File: config.mk
export PLATFORM = sky130hd
export DESIGN_NAME = div_seq_ctrl
export DESIGN_NICKNAME = d
export VERILOG_FILES = /design/src/rtl/div_pkg.sv /design/src/rtl/div_iter_cnt.sv /design/src/rtl/div_seq_ctrl.sv
export SDC_FILE = /design/constraint.sdc
export NUM_CORES = 1
export LEC_CHECK = 0
export ABC_AREA = 1
export ABC_CLOCK_PERIOD_IN_PS = 2900
export CAP_MARGIN = 20
export CELL_PAD_IN_SITES_DETAIL_PLACEMENT = 0
export CELL_PAD_IN_SITES_GLOBAL_PLACEMENT = 2
export CORE_MARGIN = 2
export CORE_UTILIZATION = 26
export CTS_BUF_LIST = sky130_fd_sc_hd__clkbuf_8
export DETAILED_ROUTE_END_ITERATION = 12
export GPL_TIMING_DRIVEN = 0
export PLACE_DENSITY_LB_ADDON = 0.1
export SLEW_MARGIN = 20
export SYNTH_ARGS = -nofsm -noshare
export SYNTH_HDL_FRONTEND = slang
export SYNTH_SLANG_ARGS = --single-unit
File: constraint.sdc
create_clock -name clk -period 2.9 [get_ports clk]
set_input_delay 0.435 -clock clk [delete_from_list [all_inputs] [get_ports clk]]
set_output_delay 0.435 -clock clk [all_outputs]
set_load 0.005 [all_outputs]
File: src/rtl/div_pkg.sv
// div_pkg: shared state encoding, default width and counter-width helper for the divider sequencer.
package div_pkg;
    localparam int N_DEF = 6;
    typedef enum logic [2:0] {
        S_IDLE      = 3'd0,
        S_LOAD      = 3'd1,
        S_SHIFT     = 3'd2,
        S_OP        = 3'd3,
        S_WRITE     = 3'd4,
        S_FIX_OP    = 3'd5,
        S_FIX_WRITE = 3'd6,
        S_DONE      = 3'd7
    } state_t;
    function automatic int cnt_width(input int n);
        return $clog2(n + 1);
    endfunction
endpackage

File: src/rtl/div_iter_cnt.sv
// div_iter_cnt: loadable iteration down-counter with a last-iteration (cnt==1) flag.
module div_iter_cnt #(
    parameter int N     = 6,
    parameter int CNT_W = 3
) (
    input  logic clk,
    input  logic rst,
    input  logic load,
    input  logic dec,
    output logic last
);
    logic [CNT_W-1:0] cnt;
    always_ff @(posedge clk or negedge rst) begin
        if (!rst) cnt <= '0;
        else if (load) cnt <= CNT_W'(N);
        else if (dec && cnt != '0) cnt <= cnt - CNT_W'(1);
    end
    assign last = cnt == CNT_W'(1);
endmodule

File: src/rtl/div_seq_ctrl.sv
// div_seq_ctrl: non-restoring divider sequencer (strobes, iteration count, remainder fix, handshake).
// Optional divide-by-zero early exit is enabled with DIV_ZERO_CHK_EN.
module div_seq_ctrl
    import div_pkg::*;
#(
    parameter int N     = N_DEF,
    parameter int CNT_W = cnt_width(N)
) (
    input  logic clk,
    input  logic rst,
    input  logic start,
    input  logic a_msb,
    input  logic s_msb,
`ifdef DIV_ZERO_CHK_EN
    input  logic d_zero,
    output logic err,
`endif
    output logic ld_aqd,
    output logic shl_aq,
    output logic add,
    output logic sub,
    output logic ld_a,
    output logic wr_q0,
    output logic q0,
    output logic ready,
    output logic busy,
    output logic done
);
    state_t state, nxt;
    logic   last;
    logic   zero_div;

`ifdef DIV_ZERO_CHK_EN
    assign zero_div = d_zero;
    always_ff @(posedge clk or negedge rst) begin
        if (!rst) err <= 1'b0;
        else if (state == S_LOAD) err <= d_zero;
    end
`else
    assign zero_div = 1'b0;
`endif

    div_iter_cnt #(.N(N), .CNT_W(CNT_W)) u_cnt (
        .clk  (clk),
        .rst  (rst),
        .load (state == S_LOAD),
        .dec  (state == S_WRITE),
        .last (last)
    );

    always_ff @(posedge clk or negedge rst) begin
        if (!rst) state <= S_IDLE;
        else state <= nxt;
    end

    always_comb begin
        nxt = state;
        case (state)
            S_IDLE:      nxt = start ? S_LOAD : S_IDLE;
            S_LOAD:      nxt = zero_div ? S_DONE : S_SHIFT;
            S_SHIFT:     nxt = S_OP;
            S_OP:        nxt = S_WRITE;
            S_WRITE:     nxt = !last ? S_SHIFT : (s_msb ? S_FIX_OP : S_DONE);
            S_FIX_OP:    nxt = S_FIX_WRITE;
            S_FIX_WRITE: nxt = S_DONE;
            S_DONE:      nxt = S_IDLE;
            default:     nxt = S_IDLE;
        endcase
    end

    // s_msb is the registered add/sub result, valid only in the cycle after OP/FIX_OP
    assign ld_aqd = state == S_LOAD;
    assign shl_aq = state == S_SHIFT;
    assign sub    = state == S_OP && !a_msb;
    assign add    = (state == S_OP && a_msb) || state == S_FIX_OP;
    assign ld_a   = state == S_WRITE || state == S_FIX_WRITE;
    assign wr_q0  = state == S_WRITE;
    assign q0     = wr_q0 && !s_msb;
    assign ready  = state == S_IDLE;
    assign busy   = state != S_IDLE && state != S_DONE;
    assign done   = state == S_DONE;
endmodule

==> results of run 1 <==
-- Yosys cell counts --
library cell and n:
buf_6 1, nor2_4 1, nor2_2 1, inv_1 13, nor3b_1 1, inv_2 1
nand2_4 1, a21oi_1 1, nand2_2 1, nand4_1 4, nor2_1 4, nand2_1 8
nand3_1 10, nand3_2 2, ha_1 3, dfrtp_1 6, clkinv_2 1
-- cell families after synthesis --
logic type	Yosys count	synth area share
compound gates	1	0.0113
flops	6	0.338
buf+inv	16	0.155
fa+ha+maj	3	0.0845
simple gates	33	0.411
-- power groups by stage --
stage	Sequential (uW)	Clock (uW)	Combinational [uW]
detailed placement	85.2	0	9.68
global route	84.2	130	10.3
CTS	84.2	128	9.67
finish	84.2	124	9.45
global placement	85.2	0	9.60
floorplan	85.3	0	1.04
-- flip-flops by register name (all words and copies together), names as in the netlist --
register	count
state	3
u_cnt.cnt	3
-- metal layers --
metal / vias up / wire, um
li1: 221 / -
met1: 175 / 523
met2: 8 / 383
met3: 0 / 40
met4: 0 / 0
met5: - / 0
-- worst max-delay path, delay by kind of cell, from the launching register on --
kind                   cells  cell delay [ns]
AND/OR/NAND/NOR            2             0.34
flip-flops                 1             0.45
buffers and inverters      2             0.58
-- stage by stage --
step | std cells | hold slack [ns] | total power [uW]
after floorplan | 59 | 0.139 | 86.3
after global placement | 89 | 0.486 | 94.8
after detailed placement | 89 | 0.473 | 94.9
after CTS | 92 | 0.454 | 222
after global routing | 92 | 0.471 | 225
final | 92 | 0.450 | 217
-- worst min path at each step --
stage	start	endpoint
2_1_floorplan	rst	state[0]$_DFF_PN0_
3_3_place_gp	u_cnt.cnt[1]$_DFFE_PN0P_	u_cnt.cnt[1]$_DFFE_PN0P_
3_5_place_dp	u_cnt.cnt[1]$_DFFE_PN0P_	u_cnt.cnt[1]$_DFFE_PN0P_
4_1_cts	rst	u_cnt.cnt[2]$_DFFE_PN0P_
5_1_grt	rst	u_cnt.cnt[2]$_DFFE_PN0P_
6_report	rst	u_cnt.cnt[2]$_DFFE_PN0P_
-- placed cells by master, fill, tap and decap left out, types with 2 or more instances in the layout --
cell	netlist	routed
clkdlybuf4s50_1	0	14
inv_1	13	13
nand3_1	10	10
nand2_1	8	8
dfrtp_1	6	6
nor2_1	4	4
nand4_1	4	4
ha_1	3	3
clkbuf_8	0	3
nand3_2	2	2
-- layout make-up --
type                       count  area (um2)
buffer                         1        11.3
clock buffer                   3        41.3
fill                         164         913
inverter                      15        57.6
multi-input combinational     37         225
sequential                     6         150
tap                           16        20.0
timing repair buffer          14         140
==> summary.md, run 1 <==
| Metric | Value |
|---|---|
| Die area | 0.00205 mm2 |
| CTS tree | built |
| Initial Utilization | 0.285 |
| Wirelength, routed | 947 um |
| Antenna violations before repair | 0 |
| Sequential fraction of design power | 0.388 |
| Row count | 14 |
| Synth top area share | 0.338 |
| ANT cells | 0 |
| CTS Buf Count | 3 |
| Final net count | 86 |
| Crit-path max FO | 7 |
| Vias in the first global route | about 370 |
| Via-per-instance ratio | 4.39 |
| Clock share of power | 0.569 |
| Clock Latency Late Sink | 0.22 ns |
| CP Capture Point | ready |
| Combinational power share | 0.044 |
| Sequential-to-total area share from yosys stat | 0.338 |
| Max-cap violations | 0 |
| Synthesized flop and latch total | 6 |
| Top cells by area, synth | dfrtp_1, nand3_1, inv_1, ha_1, nand2_1 |
| Cts repair resizes | 0 |
| RSZ-0062 raised after global routing | no |
| R2R setup slack | about 1.6 ns |
| # DRC | 0 |
| GRT Total Usage | 0.105 |
| Critical-path cell list | nor2_4 > nand2_1 > inv_1 > clkdlybuf4s50_1 |
| Area delta synth->final | 45.4% |
| Final worst slack | 0.879 ns |
| Gr busiest metal | met1 |
| H-tree depth | 1 |
| Clock Skew | 0.00140 ns |
| Syn Area/Cell | 7.53 um2 |
| DP HPWL | 772 um |
| Root buffer cell | clkbuf_8 |
| Worst setup SP type | flop |
| Max Root-Sink Buffers | 2 |
| Crit path capture type | output pin |
| Worst slack, placed | 0.912 ns |
| Grt met1 use | 0.151 |
| TNS Setup | 0 ns |
| Crit-path max cell delay | 0.50 ns |
| RR Endpoint | u_cnt.cnt[1]$_DFFE_PN0P_ |
| Leakage | 0.000327 uW |
| Via count | 404 |
| Final min period | about 2 ns |
| Crit share post-route | 0.697 |
| R2r startpoint | u_cnt.cnt[0]$_DFFE_PN0P_ |
| Power Internal | approximately 180 uW |
| Remaining antenna violation count after routing | 0 |
| Largest net degree at the start of global routing | 9 |
| Violation count after the first detailed-route iteration | 2 |
| Crit. Startpoint | state[0]$_DFF_PN0_ |
| Cell variety after synth | 17 |
| Synth area leader | dfrtp_1 |
| Switching share of power | 0.173 |
| Final hold violations | 0 |
| GRT overflow | 0 |
| Slew HR | 0.829 |
| Syn Std Cell Area | 444 um2 |
| Final setup viols | 0 |
| Setup CP Type | flop to output pin |
| Data arrival time of the worst path | about 1.6 ns |
| Chip height | 45.3 um |
| Wire per inst | 10.3 um |
| Die width | 45.3 um |
| Final core occ | 0.414 |
| GR Util met2 | 0.143 |
| Syn Nets | 67 |
| Synth Warn # | 0 |
| Share of layout cells above drive strength 1 | 0.158 |
| # IOs | 15 |
| Pwr/cell area | 336 mW/mm2 |
| Gpl congestion | 0.730 |
| Post-Syn Instances | 59 |
| Critical Path RT | between 2 and 2.5 ns |
| Hold buffers post-CTS | 0 |
| Worst-path clk slew | 0.04 ns |
| Post-CTS Setup Bufs | 0 |
| Core Area | 0.00156 mm2 |
| # port buffers | 14 |
| Worst Hold Class | input pin to async pin |
| Net switching power | 37.5 uW |
| Worst-Margin Slew | 0.256 ns |
| FMAX | a little under 500 MHz |
| Design area | 646 um2 |
| Clock sinks | 6 |
| Worst Reg-to-Reg Cells | 7 |
| Max rail drop VDD | about 0.23 mV |
| Outcome | completed |
| DRT Pass-1 Iters | 3 |
| Max Transition Viols Final | 0 |
| Met3 usage in global routing | 0.0280 |
| First-pass GRT wire length | 1.54 mm |
| Placed cell area | 604 um2 |
| Slowest cell on crit path | clkdlybuf4s50_1 |
Power figures use the tool's default switching activity.
==> run 2, diff against run 1 <==
--- a/config.mk
+++ b/config.mk
@@ -6,12 +6,12 @@
 export NUM_CORES = 1
 export LEC_CHECK = 0
 export ABC_AREA = 1
-export ABC_CLOCK_PERIOD_IN_PS = 2900
+export ABC_CLOCK_PERIOD_IN_PS = 1860
 export CAP_MARGIN = 20
 export CELL_PAD_IN_SITES_DETAIL_PLACEMENT = 0
 export CELL_PAD_IN_SITES_GLOBAL_PLACEMENT = 2
 export CORE_MARGIN = 2
-export CORE_UTILIZATION = 26
+export CORE_UTILIZATION = 24
 export CTS_BUF_LIST = sky130_fd_sc_hd__clkbuf_8
 export DETAILED_ROUTE_END_ITERATION = 12
 export GPL_TIMING_DRIVEN = 0
==> constraint.sdc (replaced) <==
create_clock -name clk -period 1.86 [get_ports clk]
set_input_delay 0.279 -clock clk [delete_from_list [all_inputs] [get_ports clk]]
set_output_delay 0.279 -clock clk [all_outputs]
set_load 0.005 [all_outputs]
==> summary.md, run 2 (synthesis results as in run 1) <==
| Metric | Value |
|---|---|
| Outcome | completed |
| Worst setup SP type | flop |
| Wire per inst | 10.0 um (-2.9%) |
| Data arrival time of the worst path | 1.51 ns (-0.08 ns) |
| Core Area | 0.00173 mm2 (+11%) |
| Clock sinks | 6 (unchanged) |
| Die width | 47.0 um (+3.7%) |
| Non-filler instance count after layout | 105 (+14%) |
| Worst Hold Class | input pin to async pin |
| Crit. Startpoint | state[0]$_DFF_PN0_ |
| Clock Latency Late Sink | 0.22 ns (about the same) |
| First-pass GRT wire length | 1.63 mm (+5.9%) |
| Remaining antenna violation count after routing | 0 (unchanged) |
| Crit path capture type | output pin |
| Grt met1 use | 0.119 (-0.0321) |
| Violation count after the first detailed-route iteration | 7 (+5) |
| CTS Buf Count | 3 (unchanged) |
| Final hold violations | 0 (unchanged) |
| R2r startpoint | u_cnt.cnt[0]$_DFFE_PN0P_ |
| Max rail drop VDD | 0.288 mV (+23%) |
| GR Util met2 | 0.181 (+0.0380) |
| Final min period | 1.78 ns |
| GRT Total Usage | 0.107 (+0.00170) |
| Top Registers | state: 3 flops, u_cnt.cnt: 3 flops |
| Worst-path clk slew | 0.03 ns (about the same) |
| Max-cap violations | 0 (unchanged) |
| Worst-Margin Slew | 0.274 ns (+0.0177 ns) |
| Final net count | 90 (+4.7%) |
| Worst Reg-to-Reg Cells | 7 (unchanged) |
| Leakage | 0.000348 uW (+6.6%) |
| R2R setup slack | 0.54 ns (-1.06 ns) |
| Worst slack, placed | 0.171 ns (-0.741 ns) |
| TNS Setup | 0 ns (unchanged) |
| Max Root-Sink Buffers | 2 (unchanged) |
| CP Capture Point | ready |
| DRT Pass-1 Iters | 4 (+1) |
| Hold WS | 0.302 ns (-0.149 ns) |
| RR Endpoint | u_cnt.cnt[1]$_DFFE_PN0P_ |
| Largest net degree at the start of global routing | 9 (unchanged) |
| Wirelength, routed | 1.05 mm (+11%) |
| Root buffer cell | clkbuf_8 |
| Pwr/cell area | 481 mW/mm2 (+43%) |
| Fillers | 194 (+18%) |
| # DRC | 0 (unchanged) |
| Final worst slack | 0.0754 ns (-0.804 ns) |
| Critical Path RT | 1.58 ns (-0.89 ns) |
| Crit share post-route | 0.959 |
| Vias in the first global route | 398 (+8.2%) |
| Gpl congestion | 0.741 (+1.5%) |
| Most common cell after layout, fill and taps aside | inv_1 |
| Clock Skew | 0.000221 ns (-0.00118 ns) |
| Chip height | 47.0 um (+3.7%) |
| Final setup viols | 0 (unchanged) |
| Most frequent cells in the layout | inv_1, clkdlybuf4s50_1, nand3_1 |
| # IOs | 15 (unchanged) |
| Initial Utilization | 0.257 (-0.0277) |
| H-tree depth | 1 (unchanged) |
| Pwr Total | 338 uW (+56%) |
| Via count | 442 (+9.4%) |
| FMAX | 560 MHz |
| Max Transition Viols Final | 0 (unchanged) |
| Crit-path max FO | 6 (-1) |
| CTS tree | built |
| GRT overflow | 0 (unchanged) |
| # port buffers | 14 (unchanged) |
| DP HPWL | 825 um (+6.9%) |
| Share of layout cells above drive strength 1 | 0.238 (+0.0796) |
| Antenna violations before repair | 0 (unchanged) |
| Via-per-instance ratio | 4.21 (-4.1%) |
| Placed Instances | 98 (+10%) |
| Met3 usage in global routing | 0.0500 (+0.0220) |
| Gr busiest metal | met2 |
| Die area | 0.00221 mm2 (+7.6%) |
| Setup CP Type | flop to output pin |
| ANT cells | 0 (unchanged) |
| Area delta synth->final | 58.0% |
| Row count | 15 (+1) |
| Slew HR | 0.817 (-0.0119) |
==> run 2: changes by cell type in the layout (fill, tap and decap cells not counted), sizes merged <==
cell           previous run  this run
clkdlybuf4s50            14        12
dlymetal6s2s              0         2
buf                       1         5
==> run 2: stage by stage <==
| stage | utilization | cell area [um2] |
|---|---|---|
| after floorplan | - | 444 |
| after global placement | 0.357 | 616 |
| after detailed placement | 0.357 | 616 |
| after CTS | 0.393 | 679 |
| after global routing | 0.407 | 702 |
| final | 0.407 | 702 |
==> run 2: area by class of cell <==
| cell class | count | area [um2] | share of cell area |
|---|---|---|---|
| Multi-Input combinational cell | 37 | 230 | 0.328 |
| Timing Repair Buffer | 18 | 175 | 0.250 |
| Sequential cell | 6 | 153 | 0.217 |
| Inverter | 15 | 60.1 | 0.0856 |
| Clock buffer | 3 | 41.3 | 0.0588 |
| Tap cell | 25 | 31.3 | 0.0446 |
| Buffer | 1 | 11.3 | 0.0160 |
==> run 2: worst min-delay path by stage <==
stage | start | to | slack, ns | cells past startpoint
2_1_floorplan | rst | state[0]$_DFF_PN0_ | -0.02 | 0
3_3_place_gp | u_cnt.cnt[1]$_DFFE_PN0P_ | u_cnt.cnt[1]$_DFFE_PN0P_ | 0.47 | 2
3_5_place_dp | u_cnt.cnt[1]$_DFFE_PN0P_ | u_cnt.cnt[1]$_DFFE_PN0P_ | 0.49 | 2
4_1_cts | rst | u_cnt.cnt[1]$_DFFE_PN0P_ | 0.31 | 1
5_1_grt | rst | u_cnt.cnt[1]$_DFFE_PN0P_ | 0.33 | 1
6_report | rst | u_cnt.cnt[1]$_DFFE_PN0P_ | 0.30 | 1
==> run 2: repair_timing <==
| action | 4_1_cts | 5_1_grt |
|---|---|---|
| setup buffers | 2 | 2 |
| gates resized for setup | 3 | 3 |
| setup endpoints to repair | 6 | 4 |
| pin swaps | 1 | 1 |
| hold buffers | 0 | 0 |
==> run 2: critical path, stage by stage, from the launching register on <==
cell and delay (ns):
dfrtp_2 0.45, nor2_4 0.18, nand2_1 0.09, inv_1 0.08
clkdlybuf4s50_1 0.50
==> run 2: layer usage <==
metal / part of all wire / up-vias
met3: 0.054 / 0
met5: 0 / -
li1: - / 230
met4: 0 / 0
met2: 0.53 / 14
met1: 0.42 / 198
==> run 2: report_power, final <==
group	switching (uW)	total [uW]	internal, uW	leakage [uW]
combinational	4.87	14.6	9.74	0.000250
sequential	0	131	131	0.0000764
clock	53.1	192	139	0.0000216
total	58.0	338	280	0.000348
==> run 3, diff against run 2 <==
--- a/config.mk
+++ b/config.mk
@@ -10,11 +10,11 @@
 export CAP_MARGIN = 20
 export CELL_PAD_IN_SITES_DETAIL_PLACEMENT = 0
 export CELL_PAD_IN_SITES_GLOBAL_PLACEMENT = 2
-export CORE_MARGIN = 2
 export CORE_UTILIZATION = 24
 export CTS_BUF_LIST = sky130_fd_sc_hd__clkbuf_8
 export DETAILED_ROUTE_END_ITERATION = 12
 export GPL_TIMING_DRIVEN = 0
+export HOLD_SLACK_MARGIN = 0.08
 export PLACE_DENSITY_LB_ADDON = 0.1
 export SLEW_MARGIN = 20
 export SYNTH_ARGS = -nofsm -noshare
==> summary.md, run 3 (synthesis results as in run 1) <==
| Metric | Value |
|---|---|
| Worst-path clk slew | 0.04 ns (about the same) |
| Crit share post-route | 0.955 (-0.00471) |
| Clock sinks | 6 (unchanged) |
| Clock Latency Late Sink | 0.22 ns (about the same) |
| Leakage | 0.000352 uW (+0.92%) |
| Via-per-instance ratio | 4.28 (+1.6%) |
| Remaining antenna violation count after routing | 0 (unchanged) |
| FMAX | 563 MHz (+0.49%) |
| Placed Instances | 98 (unchanged) |
| Worst slack, placed | 0.186 ns (+0.0151 ns) |
| Non-filler instance count after layout | 105 (unchanged) |
| Share of layout cells above drive strength 1 | 0.263 (+0.0250) |
| Core Area | 0.00173 mm2 (unchanged) |
| DP HPWL | 810 um (-1.9%) |
| Worst Hold Class | input pin to async pin |
| Setup CP Type | flop to output pin |
| GRT Total Usage | 0.122 (+0.0149) |
| Final setup viols | 0 (unchanged) |
| # DRC | 0 (unchanged) |
| GR Util met2 | 0.206 (+0.0250) |
| Top Registers | state: 3 flops, u_cnt.cnt: 3 flops |
| Pwr/cell area | 477 mW/mm2 (-0.82%) |
| Final hold violations | 0 (unchanged) |
| Max Root-Sink Buffers | 2 (unchanged) |
| GRT overflow | 0 (unchanged) |
| Final min period | 1.78 ns (-0.00875 ns) |
| Max rail drop VDD | 0.292 mV (+1.3%) |
| Final net count | 90 (unchanged) |
| Data arrival time of the worst path | 1.50 ns (about the same) |
| Pwr Total | 336 uW (-0.47%) |
| Final worst slack | 0.0842 ns (+0.00875 ns) |
| Die area | 0.00203 mm2 (-8.3%) |
| Gr busiest metal | met2 |
| First-pass GRT wire length | 1.72 mm (+5.5%) |
| Outcome | completed |
| Row count | 15 (unchanged) |
| Wirelength, routed | 1.03 mm (-2.2%) |
| Max Transition Viols Final | 0 (unchanged) |
| Crit path capture type | output pin |
| Max-cap violations | 0 (unchanged) |
| DRT Pass-1 Iters | 3 (-1) |
| Chip height | 45.0 um (-4.3%) |
| ANT cells | 0 (unchanged) |
| Clock Skew | 0.00177 ns (+0.00155 ns) |
| Grt met1 use | 0.133 (+0.0145) |
| Crit. Startpoint | state[0]$_DFF_PN0_ |
| CTS tree | built |
| CTS Buf Count | 3 (unchanged) |
| Largest net degree at the start of global routing | 9 (unchanged) |
| Area delta synth->final | 58.6% |
| Worst-Margin Slew | 0.281 ns (+0.00672 ns) |
| Final core occ | 0.408 (+0.00145) |
| Hold WS | 0.305 ns (+0.00368 ns) |
| Crit-path max FO | 6 (unchanged) |
| Most frequent cells in the layout | inv_1, clkdlybuf4s50_1, nand3_1 |
| Antenna violations before repair | 0 (unchanged) |
| Violation count after the first detailed-route iteration | 8 (+1) |
| H-tree depth | 1 (unchanged) |
| Wire per inst | 9.78 um (-2.2%) |
| Die width | 45.0 um (-4.3%) |
| Worst setup SP type | flop |
| Initial Utilization | 0.257 (unchanged) |
| R2r startpoint | u_cnt.cnt[0]$_DFFE_PN0P_ |
| Root buffer cell | clkbuf_8 |
| Met3 usage in global routing | 0.0600 (+0.0100) |
| Critical Path RT | 1.58 ns (about the same) |
| Via count | 449 (+1.6%) |
| # IOs | 15 (unchanged) |
| Gpl congestion | 0.718 (-3.0%) |
| Vias in the first global route | 415 (+4.3%) |
| Slew HR | 0.812 (-0.00449) |
| # port buffers | 14 (unchanged) |
## run 3: area by class of cell
class	instances	area, um2
Sequential cell	6	153
Fill cell	199	1020
Inverter	15	60.1
Buffer	1	11.3
Multi-Input combinational cell	37	235
Clock buffer	3	41.3
Tap cell	25	31.3
Timing Repair Buffer	18	173
## run 3: routing by layer
layer  routed length, um  share of wire
met5                   0              0
met4                   0              0
met3                  62          0.060
met2                 526           0.51
met1                 439           0.43
## run 3: path summary, 6_finish.rpt
| kind | endpoint | slack (ns) | depth (start not counted) |
|---|---|---|---|
| worst max register to register | u_cnt.cnt[1]$_DFFE_PN0P_ | 0.55 | 7 |
| min in group clk | u_cnt.cnt[1]$_DFFE_PN0P_ | 0.48 | 2 |
| max in group asynchronous | state[1]$_DFF_PN0_ | 1.32 | 1 |
| worst min-delay path | u_cnt.cnt[1]$_DFFE_PN0P_ | 0.31 | 1 |
| worst max-delay path | ready | 0.08 | 4 |
| worst min register to register | u_cnt.cnt[1]$_DFFE_PN0P_ | 0.48 | 2 |
## run 3: stage by stage
| step | TNS, ns | cell area (um2) |
|---|---|---|
| 2_1_floorplan | 0 | 444 |
| 4_1_cts | 0 | 679 |
| 3_5_place_dp | 0 | 616 |
| 6_report | 0 | 704 |
| 3_3_place_gp | 0 | 616 |
| 5_1_grt | -0.00378 | 704 |
## run 3: critical path, cell delays in order, from the launching register on
cell             delay (ns)
dfrtp_2                0.45
nor2_4                 0.19
nand2_2                0.07
inv_1                  0.07
clkdlybuf4s50_1        0.49
## run 3: timing repair
item / CTS / global route
hold buffers: 0 / 0
setup endpoints to repair: 5 / 6
pin swaps: 1 / 1
setup buffers: 2 / 2
endpoints found under the hold margin: 0 / 0
gates resized for setup: 3 / 4
## run 3: report_power, final
part | total (uW) | switching (uW) | internal [uW]
Combinational | 14.6 | 4.88 | 9.74
Clock | 190 | 51.6 | 139
Sequential | 131 | 0 | 131
